<file path="src/rtl/basket_pkg.sv">
// rtl/basket_pkg.sv - shared state encoding and field widths for the basketball timer
package basket_pkg;

   localparam int GAME_W = 10;
   localparam int SHOT_W = 5;
   localparam int PER_W  = 2;

   typedef enum logic [2:0] {
      ST_IDLE,
      ST_RUN,
      ST_PAUSE,
      ST_SHOT_VIOL,
      ST_PERIOD_END,
      ST_GAME_OVER
   } state_t;

endpackage

</file>
<file path="src/rtl/basket_timer_ctrl_tick_gen.sv">
// rtl/basket_timer_ctrl_tick_gen.sv - one-second tick divider that freezes its count while disabled
module tick_gen #(
   parameter int TICK_DIV = 50000000
) (
   input  logic clk,
   input  logic clr,
   input  logic en,
   input  logic sclr,
   output logic tick
);

   localparam int            CW   = (TICK_DIV > 1) ? $clog2(TICK_DIV) : 1;
   localparam logic [CW-1:0] LAST = CW'(TICK_DIV - 1);

   logic [CW-1:0] r_cnt;

   assign tick = en && (r_cnt == LAST);

   always_ff @(posedge clk or negedge clr) begin
      if (!clr) begin
         r_cnt <= '0;
      end else if (sclr) begin
         r_cnt <= '0;
      end else if (en) begin
         r_cnt <= (r_cnt == LAST) ? '0 : r_cnt + 1'b1;
      end
   end

endmodule

</file>
<file path="src/rtl/basket_timer_ctrl.sv">
// rtl/basket_timer_ctrl.sv - game clock, shot clock, period and horn controller
module basket_timer_ctrl
   import basket_pkg::*;
#(
   parameter int TICK_DIV = 50000000,
   parameter int GAME_SEC = 720,
   parameter int SHOT_SEC = 24,
   parameter int BUZZ_CYC = 25000000
) (
   input  logic              clk,
   input  logic              clr,
   input  logic              start,
   input  logic              pause,
   input  logic              shot_rst,
   input  logic              new_period,
   output logic [GAME_W-1:0] game_sec,
   output logic [SHOT_W-1:0] shot_sec,
   output logic [PER_W-1:0]  period,
   output logic              running,
   output logic              buzzer
);

   localparam int                BW       = $clog2(BUZZ_CYC + 1);
   localparam logic [GAME_W-1:0] GAME_RLD = GAME_W'(GAME_SEC);
   localparam logic [SHOT_W-1:0] SHOT_RLD = SHOT_W'(SHOT_SEC);
   localparam logic [BW-1:0]     BUZZ_RLD = BW'(BUZZ_CYC);

   state_t            r_state, w_state_n;
   logic [GAME_W-1:0] r_game, w_game_n, w_game_dec;
   logic [SHOT_W-1:0] r_shot, w_shot_n, w_shot_dec;
   logic [PER_W-1:0]  r_period, w_period_n;
   logic              r_running, r_buzzer;
   logic [BW-1:0]     r_buzz_cnt;
   logic              w_tick, w_sclr, w_buzz_trig;

   tick_gen #(.TICK_DIV(TICK_DIV)) u_tick_gen (
      .clk  (clk),
      .clr  (clr),
      .en   (r_state == ST_RUN),
      .sclr (w_sclr),
      .tick (w_tick)
   );

   assign w_game_dec = (r_game != '0) ? r_game - 1'b1 : '0;
   assign w_shot_dec = (r_shot != '0) ? r_shot - 1'b1 : '0;

   always_comb begin
      w_state_n   = r_state;
      w_game_n    = r_game;
      w_shot_n    = r_shot;
      w_period_n  = r_period;
      w_sclr      = 1'b0;
      w_buzz_trig = 1'b0;
      case (r_state)
         ST_IDLE, ST_PAUSE: begin
            if (shot_rst) w_shot_n = SHOT_RLD;
            if (!pause && start) w_state_n = ST_RUN;
         end
         ST_RUN: begin
            if (w_tick) begin
               w_game_n = w_game_dec;
               w_shot_n = shot_rst ? SHOT_RLD : w_shot_dec;
               // Game-clock expiry outranks a simultaneous shot-clock expiry
               if (w_game_dec == '0) begin
                  w_state_n   = ST_PERIOD_END;
                  w_buzz_trig = 1'b1;
               end else if (!shot_rst && w_shot_dec == '0) begin
                  w_state_n   = ST_SHOT_VIOL;
                  w_buzz_trig = 1'b1;
               end else if (pause) begin
                  w_state_n = ST_PAUSE;
               end
            end else begin
               if (shot_rst) w_shot_n = SHOT_RLD;
               if (pause) w_state_n = ST_PAUSE;
            end
         end
         ST_SHOT_VIOL: begin
            if (shot_rst) begin
               w_shot_n  = SHOT_RLD;
               w_state_n = ST_PAUSE;
            end
         end
         ST_PERIOD_END: begin
            if (new_period) begin
               if (r_period != PER_W'(3)) begin
                  w_period_n = r_period + 1'b1;
                  w_game_n   = GAME_RLD;
                  w_shot_n   = SHOT_RLD;
                  w_sclr     = 1'b1;
                  w_state_n  = ST_IDLE;
               end else begin
                  w_state_n = ST_GAME_OVER;
               end
            end
         end
         default: ;
      endcase
   end

   always_ff @(posedge clk or negedge clr) begin
      if (!clr) begin
         r_state    <= ST_IDLE;
         r_game     <= GAME_RLD;
         r_shot     <= SHOT_RLD;
         r_period   <= '0;
         r_running  <= 1'b0;
         r_buzz_cnt <= '0;
         r_buzzer   <= 1'b0;
      end else begin
         r_state   <= w_state_n;
         r_game    <= w_game_n;
         r_shot    <= w_shot_n;
         r_period  <= w_period_n;
         r_running <= (w_state_n == ST_RUN);
         // Horn rises together with the new state; a retrigger restarts the count
         if (w_buzz_trig) begin
            r_buzz_cnt <= BUZZ_RLD;
            r_buzzer   <= 1'b1;
         end else if (r_buzz_cnt != '0) begin
            r_buzz_cnt <= r_buzz_cnt - 1'b1;
            r_buzzer   <= (r_buzz_cnt != BW'(1));
         end
      end
   end

   assign game_sec = r_game;
   assign shot_sec = r_shot;
   assign period   = r_period;
   assign running  = r_running;
   assign buzzer   = r_buzzer;

endmodule

</file>
<file path="config.mk">
export PLATFORM = sky130hd
export DESIGN_NAME = basket_timer_ctrl
export DESIGN_NICKNAME = d
export VERILOG_FILES = /design/src/rtl/basket_pkg.sv /design/src/rtl/basket_timer_ctrl_tick_gen.sv /design/src/rtl/basket_timer_ctrl.sv
export SDC_FILE = /design/constraint.sdc
export NUM_CORES = 1
export LEC_CHECK = 0
export ABC_AREA = 1
export ABC_CLOCK_PERIOD_IN_PS = 4200
export BUFFER_PORTS_ARGS = -buffer_cell sky130_fd_sc_hd__buf_2
export CORE_MARGIN = 3
export CORE_UTILIZATION = 26
export DETAILED_ROUTE_END_ITERATION = 10
export PLACE_DENSITY = 0.52
export SLEW_MARGIN = 15
export SYNTH_ARGS = -nofsm -noshare
export SYNTH_HDL_FRONTEND = slang
export SYNTH_SLANG_ARGS = --single-unit
export TNS_END_PERCENT = 1
</file>
<file path="constraint.sdc">
create_clock -name clk -period 4.2 [get_ports clk]
set_clock_uncertainty 0.15 [all_clocks]
set_input_delay 0 -clock clk [delete_from_list [all_inputs] [get_ports clk]]
set_output_delay 0 -clock clk [all_outputs]
set_load 0.01 [all_outputs]
</file>
==> flow_summary_export.csv, run 1 <==
group,metric,value,unit
routing,vias,3992,
die,io_pins,25,
sta,fin_setup_tns,0,ps
cells_and_area,nets,659,
synthesis,ys_ff_latch,73,
grt,grt_overflow_total,0,
power,ir_drop,0.206,mV
synthesis,seq_area_frac_synth,40.0,%
status,status,"complete, no violations",
sta,grt_setup_unrepaired,"false",
die,die_h,139,um
routing,route.detailed.drc,0,
placed_design,place_congestion,0.835,
routing,ant_nets,0,
grt,grt_max_degree,74,
critical_path,worstSetupEndpointType,"flop",
cells_and_area,area_delta_synth_final,16.4,%
synthesis,syn_area_per_cell,7.51,sq um
die,dieArea,19300,sq um
min_path,hold_path_class,"in2reg",
job,cap_violations,0,
power,p_leak,2.39,nW
cells_and_area,diodes,0,
routing,dr.pass1.iters,4,
critical_path,worstPathCellList,"ha_1 > nand3_2 > nor2_4 > inv_1 > nor2_1 > nand3_1 > nor2_2 > nor2_1 > nor2_1 > nand2_2 > nand2_2 > dlygate4sd3_1 > nor3_2",
synthesis,synth_cells,610,
grt,track_usage,12.4,%
cts,cts_tree,"built",
critical_path,crit_cells,13,
die,initial_core_util,27.1,%
synthesis,synth_top_area_share,36.6,%
cts,clk_pin_slew,60,ps
cts,clock_latency,340,ps
routing,drt-initial-drc-count,312,
cts,numClockSinks,73,
cells_and_area,fin_util,31.5,%
sta,max_freq,336,MHz
cells_and_area,layout_commonest_cell,"nand2_1",
critical_path,critPathTopFamily,"simple AND/OR/NAND/NOR gates",
sta,tightestPinTransition,970,ps
die,core_area,16900,sq um
critical_path,crit_fanout,12,
synthesis,synthFlopType,"dfrtp_1",
cts,numCtsBuffers,9,
critical_path,rr_worst_depth,13,
grt,grt_antenna_before_repair,0,
routing,wirelength,11.4,mm
sta,fin_crit,2980,ps
min_path,hold_depth,8,
sta,finalCritPeriodShare,70.9,%
synthesis,syn_area,4580,sq um
synthesis,synth_edf_count,0,
critical_path,crit_path_top_delay_cell,"dlygate4sd3_1",
die,rows,47,
sta,finalSetupViolCount,0,
synthesis,async_reset_ff_share,100,%
sta,maxSlewHeadroom,35.3,%
cts,cts_root_buffer,"clkbuf_16",
synthesis,yosysWarnings,0,
critical_path,worstPathArrival,3060,ps
synthesis,synth_area_leaders,"dfrtp_1 37%, nand2_1 9.2%, nor2_1 7.7%",
die,fp.dieW,139,um
sta,hold_violations,0,
synthesis,yosysUniqueCellTypes,46,
power,powerDensity,395,nW/um^2
cts,cts.repair.resized,0,
critical_path,cpMostUsedCell,"nor2_1",
grt,grt_pass1_wl,19.6,mm
cts,cts_htree_levels,3,
critical_path,critPathKind,"reg2reg",
grt,grt_pass1_vias,3911,
cts,clk_path_buf_depth,2,
critical_path,cp.required,4280,ps
placed_design,hpwl,8.31,mm
synthesis,syn_nets,622,
routing,wl_per_cell,13.1,um
cells_and_area,drive_gt1_share,16.3,%
cells_and_area,layout_common_cells,"112 x nand2_1, 94 x nor2_1, 81 x inv_1",
routing,via_per_inst,4.58,
placed_design,portBuffers,24,
sta,maxSlewViolCount,0,
critical_path,critPathBufInv,2,
synthesis,synth_area_leader_cell,"dfrtp_1",
critical_path,cp_slowest_stage_delay,580,ps
critical_path,startpoint_type,"flop",
-- worst reg2reg max path, cell delays in order (launching register included) --
cell and delay (ps):
dfrtp_1 400, ha_1 220, nand3_2 150, nor2_4 140, inv_1 70, nor2_1 90, nand3_1 390, nor2_2 320
nor2_1 60, nor2_1 110, nand2_2 70, nand2_2 60, dlygate4sd3_1 580, nor3_2 60
-- layout make-up --
| cell class | instances | area, sq um |
|---|---|---|
| fill | 1860 | 11600 |
| inverter | 88 | 330 |
| sequential | 73 | 1830 |
| timing repair buffer | 31 | 190 |
| multi-input combinational | 444 | 2380 |
| tap | 220 | 275 |
| clock inverter | 2 | 60.1 |
| clock buffer | 14 | 264 |
-- layer usage --
layer | vias up | share of wire [%] | global-route usage, % | wire, um
met5 | - | 0 | 0 | 0
met3 | 12 | 2.6 | 1.59 | 297
met1 | 1857 | 55 | 18.8 | 6230
met2 | 52 | 41 | 17.2 | 4630
met4 | 0 | 2.2 | 5.72 | 249
li1 | 2071 | - | - | -
-- final timing paths --
path | from | endpoint | slack [ps]
min | pause | r_state[0] | 90
min in group asynchronous | clr | u_tick_gen.r_cnt[9] | 210
max in group asynchronous | clr | game_sec[2] | 3060
min reg2reg | period[0] | period[0] | 350
max reg2reg | u_tick_gen.r_cnt[0] | running | 1220
max | u_tick_gen.r_cnt[0] | running | 1220
-- state kept, by name (all words and copies together) (netlist names) --
signal            count
u_tick_gen.r_cnt     26
period                2
shot_sec              5
buzzer                1
game_sec             10
r_buzz_cnt           25
running               1
r_state               3
-- report_power, final --
| group | switching, mW | total [mW] | internal (mW) | leakage [nW] |
|---|---|---|---|---|
| clock | 0.292 | 0.845 | 0.553 | 0.157 |
| sequential | 0.0867 | 0.879 | 0.793 | 0.862 |
| combinational | 0.243 | 0.383 | 0.140 | 1.37 |
-- stage by stage --
stage	power [mW]	setup WS, ps	hold slack [ps]	instances	instance area [sq um]
finish	2.11	1220	88.1	872	5330
global placement	1.26	1680	72.2	850	4950
global route	2.23	877	130	872	5330
CTS	2.14	1220	69.5	872	5330
floorplan	1.14	2140	-446	610	4580
detailed placement	1.26	1680	75.7	850	4950
-- repair_timing --
action                                 CTS  global route
hold buffers                             6             0
endpoints found under the hold margin   74             0
buffers inserted                         0             0
-- synth_stat cells, types with 2 or more instances --
master      n
a211oi_1    2
a21oi_1    23
a31oi_1     3
and3_1      2
buf_2       3
buf_6       2
clkinv_1    2
dfrtp_1    67
dfstp_2     6
ha_1        6
inv_1      81
inv_2       5
nand2_1   112
nand2_2    12
nand2_4     2
nand3_1    39
nand3_2     8
nand3b_1    2
nand4_1    15
nor2_1     94
nor2_2     18
nor2_4      8
nor3_1     18
nor3_2      2
nor4_1      5
o21a_1      2
o21ai_0    20
o21ai_1     2
o22ai_1     9
o31ai_1     2
or2_1       2
or2_2       3
xnor2_1     5
xor2_1     16
-- cell families (layout without fill, tap and decap cells) --
| group | after synthesis | count (layout) | synth area share [%] |
|---|---|---|---|
| flip-flops | 73 | 73 | 40.0 |
| AO/OA/AOI/OAI | 70 | 70 | 8.96 |
| adder cells (fa/ha/maj) | 6 | 6 | 1.64 |
| buffers and inverters | 93 | 135 | 8.03 |
| XOR/XNOR | 21 | 21 | 4.01 |
| AND/OR/NAND/NOR | 347 | 347 | 37.3 |
(Power assumes the default switching activity.)
==> run 2, diff against run 1 <==
--- a/config.mk
+++ b/config.mk
@@ -5,13 +5,13 @@
 export SDC_FILE = /design/constraint.sdc
 export NUM_CORES = 1
 export LEC_CHECK = 0
-export ABC_AREA = 1
-export ABC_CLOCK_PERIOD_IN_PS = 4200
+export ABC_AREA = 0
+export ABC_CLOCK_PERIOD_IN_PS = 2600
 export BUFFER_PORTS_ARGS = -buffer_cell sky130_fd_sc_hd__buf_2
 export CORE_MARGIN = 3
 export CORE_UTILIZATION = 26
 export DETAILED_ROUTE_END_ITERATION = 10
-export PLACE_DENSITY = 0.52
+export PLACE_DENSITY = 0.53
 export SLEW_MARGIN = 15
 export SYNTH_ARGS = -nofsm -noshare
 export SYNTH_HDL_FRONTEND = slang
==> constraint.sdc (replaced) <==
create_clock -name clk -period 2.6 [get_ports clk]
set_clock_uncertainty 0.15 [all_clocks]
set_input_delay 0 -clock clk [delete_from_list [all_inputs] [get_ports clk]]
set_output_delay 0 -clock clk [all_outputs]
set_load 0.01 [all_outputs]
==> run 2 against run 1 <==
Compared with the run above:
- total power rose by 53%
- clock-buffer cell count is 5 lower
- sequential share of layout area fell by 0.60 points
- synthesized cell count is 24% lower
- register-to-register slack worse by 1200 ps
- largest power group is now clock
==> flow_summary_export.csv, run 2 <==
group,metric,value,unit
status,status,"complete, no violations",
power,p_leak,2.17,nW
cts,numClockSinks,73,
synthesis,syn_area_per_cell,9.18,sq um
min_path,hold_path_class,"in2async",
cells_and_area,layout_commonest_cell,"dfrtp_1",
grt,grt_pass1_vias,3690,
die,initial_core_util,26.6,%
synthesis,synth_most_common_cell,"dfrtp_1",
critical_path,crit_start,"game_sec[0]",
cells_and_area,design_area,5440,sq um
cells_and_area,area_delta_synth_final,28.1,%
grt,grt_pass1_wl,17.9,mm
power,ir_drop,0.365,mV
routing,dr.pass1.iters,4,
cts,cts_htree_levels,3,
synthesis,ys_ff_latch,73,
cells_and_area,nets,546,
routing,route.detailed.drc,0,
synthesis,synth_cells,462,
routing,wl_per_cell,14.0,um
die,fp.dieW,134,um
synthesis,async_reset_ff_share,100,%
critical_path,worstPathArrival,2620,ps
placed_design,place_congestion,0.845,
placed_design,portBuffers,24,
synthesis,synth_area_leader_cell,"dfrtp_1",
die,core_area,15900,sq um
die,io_pins,25,
synthesis,syn_area,4240,sq um
routing,drt-initial-drc-count,171,
cts,clock_latency,350,ps
grt,grt_antenna_before_repair,0,
critical_path,worstSetupEndpointType,"flop",
placed_design,numPlacedInstances,730,
routing,wirelength,10.6,mm
routing,vias,3798,
synthesis,synth_commonest_cells,"67 x dfrtp_1, 50 x nor2_1, 23 x a21oi_1, 22 x nor3_1, 22 x o21ai_0",
critical_path,rr_worst_depth,8,
cts,clk_path_buf_depth,2,
cts,cts_tree,"built",
placed_design,hpwl,7.37,mm
sta,grt_setup_unrepaired,"true",
cells_and_area,fill_cells,1634,
synthesis,synth_area_leaders,"dfrtp_1 40%, nor2_1 4.4%, dfstp_2 3.7%",
critical_path,startpoint_type,"flop",
job,cap_violations,0,
synthesis,synth_top_area_share,39.5,%
cells_and_area,layout_common_cells,"65 x dfrtp_1, 50 x buf_4, 49 x nor2_1",
synthesis,seq_area_frac_synth,43.2,%
cells_and_area,largest_register,"u_tick_gen.r_cnt",
sta,hold_violations,0,
die,die_h,134,um
power,finalPower,3.22,mW
critical_path,worstReg2RegEnd,"r_buzz_cnt[23]",
cells_and_area,multi_input_area,2290,sq um
synthesis,yosysWarnings,0,
cells_and_area,drive_gt1_share,22.3,%
sta,finalSetupViolCount,0,
routing,ant_nets,0,
routing,via_per_inst,5.03,
grt,grt_max_degree,74,
synthesis,syn_nets,474,
grt,grt_overflow_total,0,
critical_path,rrSetupSlack,70,ps
cells_and_area,diodes,0,
critical_path,critPathKind,"reg2reg",
sta,tightestPinTransition,937,ps
sta,finalCritPeriodShare,97.4,%
cts,cts_root_buffer,"clkbuf_16",
cts,clk_pin_slew,60,ps
critical_path,crit_path_end,"r_buzz_cnt[23]",
placed_design,placed_area,4920,sq um
synthesis,synth_edf_count,0,
die,dieArea,17900,sq um
sta,fin_crit,2530,ps
die,rows,46,
sta,max_freq,395,MHz
critical_path,cp.required,2690,ps
cells_and_area,regArea,1840,sq um
synthesis,yosysUniqueCellTypes,60,
sta,maxSlewHeadroom,37.5,%
synthesis,synthFlopType,"dfrtp_1",
cells_and_area,instances_no_fill,755,
sta,maxSlewViolCount,0,
cells_and_area,largest_reg_flops,26,
grt,track_usage,12.2,%
cts,numCtsBuffers,9,
critical_path,crit_fanout,7,
power,powerDensity,593,nW/um^2
critical_path,rr_startpoint,"game_sec[0]",
run 2: cell types whose count changed after synthesis, moves of 8 or more:
cell and delta:
nand3_1 -19, or4_1 +11, o22ai_1 -8, nor4_1 +10, nor2_1 -44, inv_1 -67, nand2_1 -92, nand2_2 -12
nand3_2 -8, nor2_2 -18, or3_1 +14, clkbuf_1 +14, nor2_4 -8, nand2b_1 +15
run 2: area by class of cell:
| type | count | share of cell area, % |
|---|---|---|
| Sequential cell | 73 | 33.8 |
| Clock buffer | 9 | 4.14 |
| Tap cell | 216 | 4.97 |
| Multi-Input combinational cell | 354 | 42.1 |
| Clock inverter | 7 | 2.62 |
| Timing Repair Buffer | 82 | 11.4 |
| Inverter | 14 | 0.967 |
run 2: cells by family (layout without fill, tap and decap cells):
family / Yosys count / count (layout) / share of synthesized area, %
AND/OR/NAND/NOR: 210 / 210 / 27.1
AO/OA/AOI/OAI: 103 / 103 / 16.8
flip-flops: 73 / 73 / 43.2
buffers and inverters: 35 / 112 / 3.51
XOR/XNOR: 26 / 26 / 5.37
multiplexers: 9 / 9 / 2.21
adder cells (fa/ha/maj): 6 / 6 / 1.77
run 2: power by group:
group / internal, mW / switching, mW / total (mW)
sequential: 1.20 / 0.0586 / 1.26
clock: 1.04 / 0.503 / 1.54
combinational: 0.180 / 0.250 / 0.430
run 2: what timing repair did:
item,4_1_cts,5_1_grt
pin swaps,1,4
hold endpoints to repair,75,0
resized for setup,1,10
hold buffers,5,0
buffers inserted,0,2
gates cloned,0,2
setup endpoints to repair,4,37
run 2: metal layers:
layer | GRT usage (%) | share of wire [%] | vias to the layer above
met5 | 0 | 0 | -
met4 | 4.80 | 1.2 | 0
met3 | 3.10 | 3.5 | 8
met2 | 19.4 | 48 | 54
met1 | 16.1 | 47 | 1870
li1 | - | - | 1866
run 2: how the worst min path moves through the flow:
stage               start              to  slack [ps]  cells past startpoint
finish                clr  r_buzz_cnt[20]         170                      2
CTS                   clr  r_buzz_cnt[21]         250                      2
global route          clr  r_buzz_cnt[19]         290                      2
detailed placement    clr  r_buzz_cnt[18]          80                      1
global placement      clr   r_buzz_cnt[0]          60                      1
floorplan             clr          buzzer        -450                      0
run 2: stage by stage:
stage          setup slack, ps  hold WS, ps  setup TNS, ps  utilization, %
3_5_place_dp             -49.2         75.6          -49.2            30.9
3_3_place_gp              31.9         60.9              0            30.9
5_1_grt                  -85.6          292          -1020            34.1
2_1_floorplan             1.37         -446              0               -
6_report                  68.0          175              0            34.1
4_1_cts                   18.6          246              0            33.5
run 2: critical path: stages, from the launching register on:
cell     delay (ps)
dfrtp_2         430
buf_4           150
or4_1           550
buf_4           190
o21ai_0         140
nand4_1         190
o22ai_4         320
buf_12          160
o21ba_2         150
==> run 3, diff against run 2 <==
--- a/config.mk
+++ b/config.mk
@@ -11,7 +11,7 @@
 export CORE_MARGIN = 3
 export CORE_UTILIZATION = 26
 export DETAILED_ROUTE_END_ITERATION = 10
-export PLACE_DENSITY = 0.53
+export PLACE_DENSITY = 0.47
 export SLEW_MARGIN = 15
 export SYNTH_ARGS = -nofsm -noshare
 export SYNTH_HDL_FRONTEND = slang
==> run 3 against run 2 <==
Compared with the run above:
- non-clock buffer count grew 1
- clock-buffer cell count grew 3
- global-route usage grew 0.30 points
- cell count is the same
- combinational power grew 3%
- critical endpoint is now r_buzz_cnt[19]
- largest cell class unchanged
- largest power group unchanged
==> flow_summary_export.csv, run 3 (same netlist as run 2, synthesis figures left out) <==
group,metric,value,unit
status,status,"complete, no violations",
routing,wl_per_cell,14.5,um
sta,fin_crit,2550,ps
die,fp.dieW,134,um
power,powerDensity,555,nW/um^2
sta,hold_violations,0,
cells_and_area,largest_register,"u_tick_gen.r_cnt",
placed_design,numPlacedInstances,736,
cts,numClockSinks,73,
grt,track_usage,12.5,%
min_path,hold_path_class,"in2reg",
sta,fin_setup_tns,0,ps
die,io_pins,25,
cts,numCtsBuffers,9,
cts,cts_htree_levels,3,
routing,via_per_inst,5.02,
cts,cts_setup_buffers,0,
critical_path,crit_path_top_delay_cell,"or4_4",
critical_path,startpoint_type,"flop",
routing,dr.pass1.iters,7,
grt,grt_overflow_total,0,
die,dieArea,17900,sq um
sta,maxSlewViolCount,0,
routing,route.detailed.drc,0,
routing,wirelength,11.0,mm
cts,cts_tree,"built",
sta,max_freq,393,MHz
die,rows,46,
cts,clk_path_buf_depth,2,
cts,cts_root_buffer,"clkbuf_16",
critical_path,worstPathCellList,"or4_4 > or4_4 > o31ai_4 > nor3_1 > or3b_1",
cells_and_area,drive_gt1_share,22.3,%
placed_design,portBuffers,24,
routing,vias,3792,
power,p_leak,2.15,nW
grt,grt_pass1_vias,3731,
placed_design,place_congestion,0.843,
placed_design,place_ws,-25.0,ps
critical_path,worstPathArrival,2610,ps
sta,holdWs,40.6,ps
cells_and_area,area_delta_synth_final,25.7,%
sta,final.setup.worst_slack,53.2,ps
grt,grt_max_degree,74,
cells_and_area,layout_commonest_cell,"dfrtp_1",
grt,grt_antenna_before_repair,0,
cells_and_area,instances_no_fill,755,
placed_design,placed_area,4960,sq um
sta,tightestPinTransition,977,ps
cells_and_area,diodes,0,
sta,maxSlewHeadroom,34.9,%
sta,grt_setup_unrepaired,"true",
routing,ant_nets,0,
cts,clk_pin_slew,60,ps
critical_path,cp.required,2660,ps
cells_and_area,fill_cells,1664,
grt,grt_pass1_wl,18.5,mm
die,core_area,15900,sq um
cts,clock_latency,340,ps
cells_and_area,nets,547,
power,ir_drop,0.304,mV
critical_path,cp_slowest_stage_delay,540,ps
die,die_h,134,um
job,cap_violations,0,
cells_and_area,layout_common_cells,"66 x dfrtp_1, 55 x buf_4, 50 x nor2_1",
routing,drt-initial-drc-count,172,
cells_and_area,largest_reg_flops,26,
sta,finalSetupViolCount,0,
critical_path,crit_fanout,7,
die,initial_core_util,26.6,%
critical_path,worstSetupEndpointType,"flop",
sta,finalCritPeriodShare,98.0,%
cells_and_area,design_area,5330,sq um
critical_path,critPathKind,"reg2reg",
critical_path,cpMostUsedCell,"or4_4",
placed_design,hpwl,7.62,mm
[run 3: cell types whose count changed in the layout (fill, tap and decap cells not counted), sizes merged]
cell	delta
bufinv	-3
buf	+4
clkbuf	+1
clkinv	-1
dlygate4sd3	-1
[run 3: where the power goes]
part | switching, mW | total [mW] | internal, mW
Clock | 0.480 | 1.27 | 0.787
Combinational | 0.262 | 0.441 | 0.179
Sequential | 0.0554 | 1.25 | 1.20
[run 3: timing repair]
item / 4_1_cts / 5_1_grt
endpoints found under the hold margin: 75 / 0
pin swaps: 1 / 2
resized for setup: 2 / 5
endpoints found under the setup margin: 8 / 21
hold buffers: 4 / 0
[run 3: worst max-delay path, delay by kind of cell (launching register included)]
family,cells,cell delay (ps)
compound gates,1,370
flops,1,400
simple gates,4,1500
[run 3: final cells by class]
cell class	instances	area (sq um)	share of cell area (%)
Tap cell	216	270	5.07
Multi-Input combinational cell	354	2290	43.0
Inverter	14	52.6	0.985
Clock inverter	3	40.0	0.751
Timing Repair Buffer	83	588	11.0
Clock buffer	12	256	4.81
Sequential cell	73	1840	34.4
[run 3: stage by stage]
step / power [mW] / util [%]
6_report: 2.96 / 33.5
5_1_grt: 3.10 / 33.5
4_1_cts: 3.00 / 33.3
3_5_place_dp: 1.70 / 31.1
3_3_place_gp: 1.70 / 31.1
2_1_floorplan: 1.53 / -
[run 3: path summary, 6_finish.rpt]
kind	from	to	slack (ps)	cells past startpoint
worst min-delay path	new_period	r_state[0]	40	4
min in group asynchronous	clr	r_buzz_cnt[0]	190	2
worst max register to register	r_buzz_cnt[21]	r_buzz_cnt[19]	50	5
worst max-delay path	r_buzz_cnt[21]	r_buzz_cnt[19]	50	5
max in group asynchronous	clr	game_sec[0]	1400	2
worst min register to register	u_tick_gen.r_cnt[22]	u_tick_gen.r_cnt[22]	330	1
[run 3: metal layers]
| layer | vias to the layer above | track usage [%] | wire length, um |
|---|---|---|---|
| li1 | 1870 | - | - |
| met1 | 1843 | 16.7 | 5270 |
| met2 | 68 | 20.0 | 5190 |
| met3 | 11 | 3.85 | 395 |
| met4 | 0 | 3.03 | 126 |
| met5 | - | 0 | 0 |
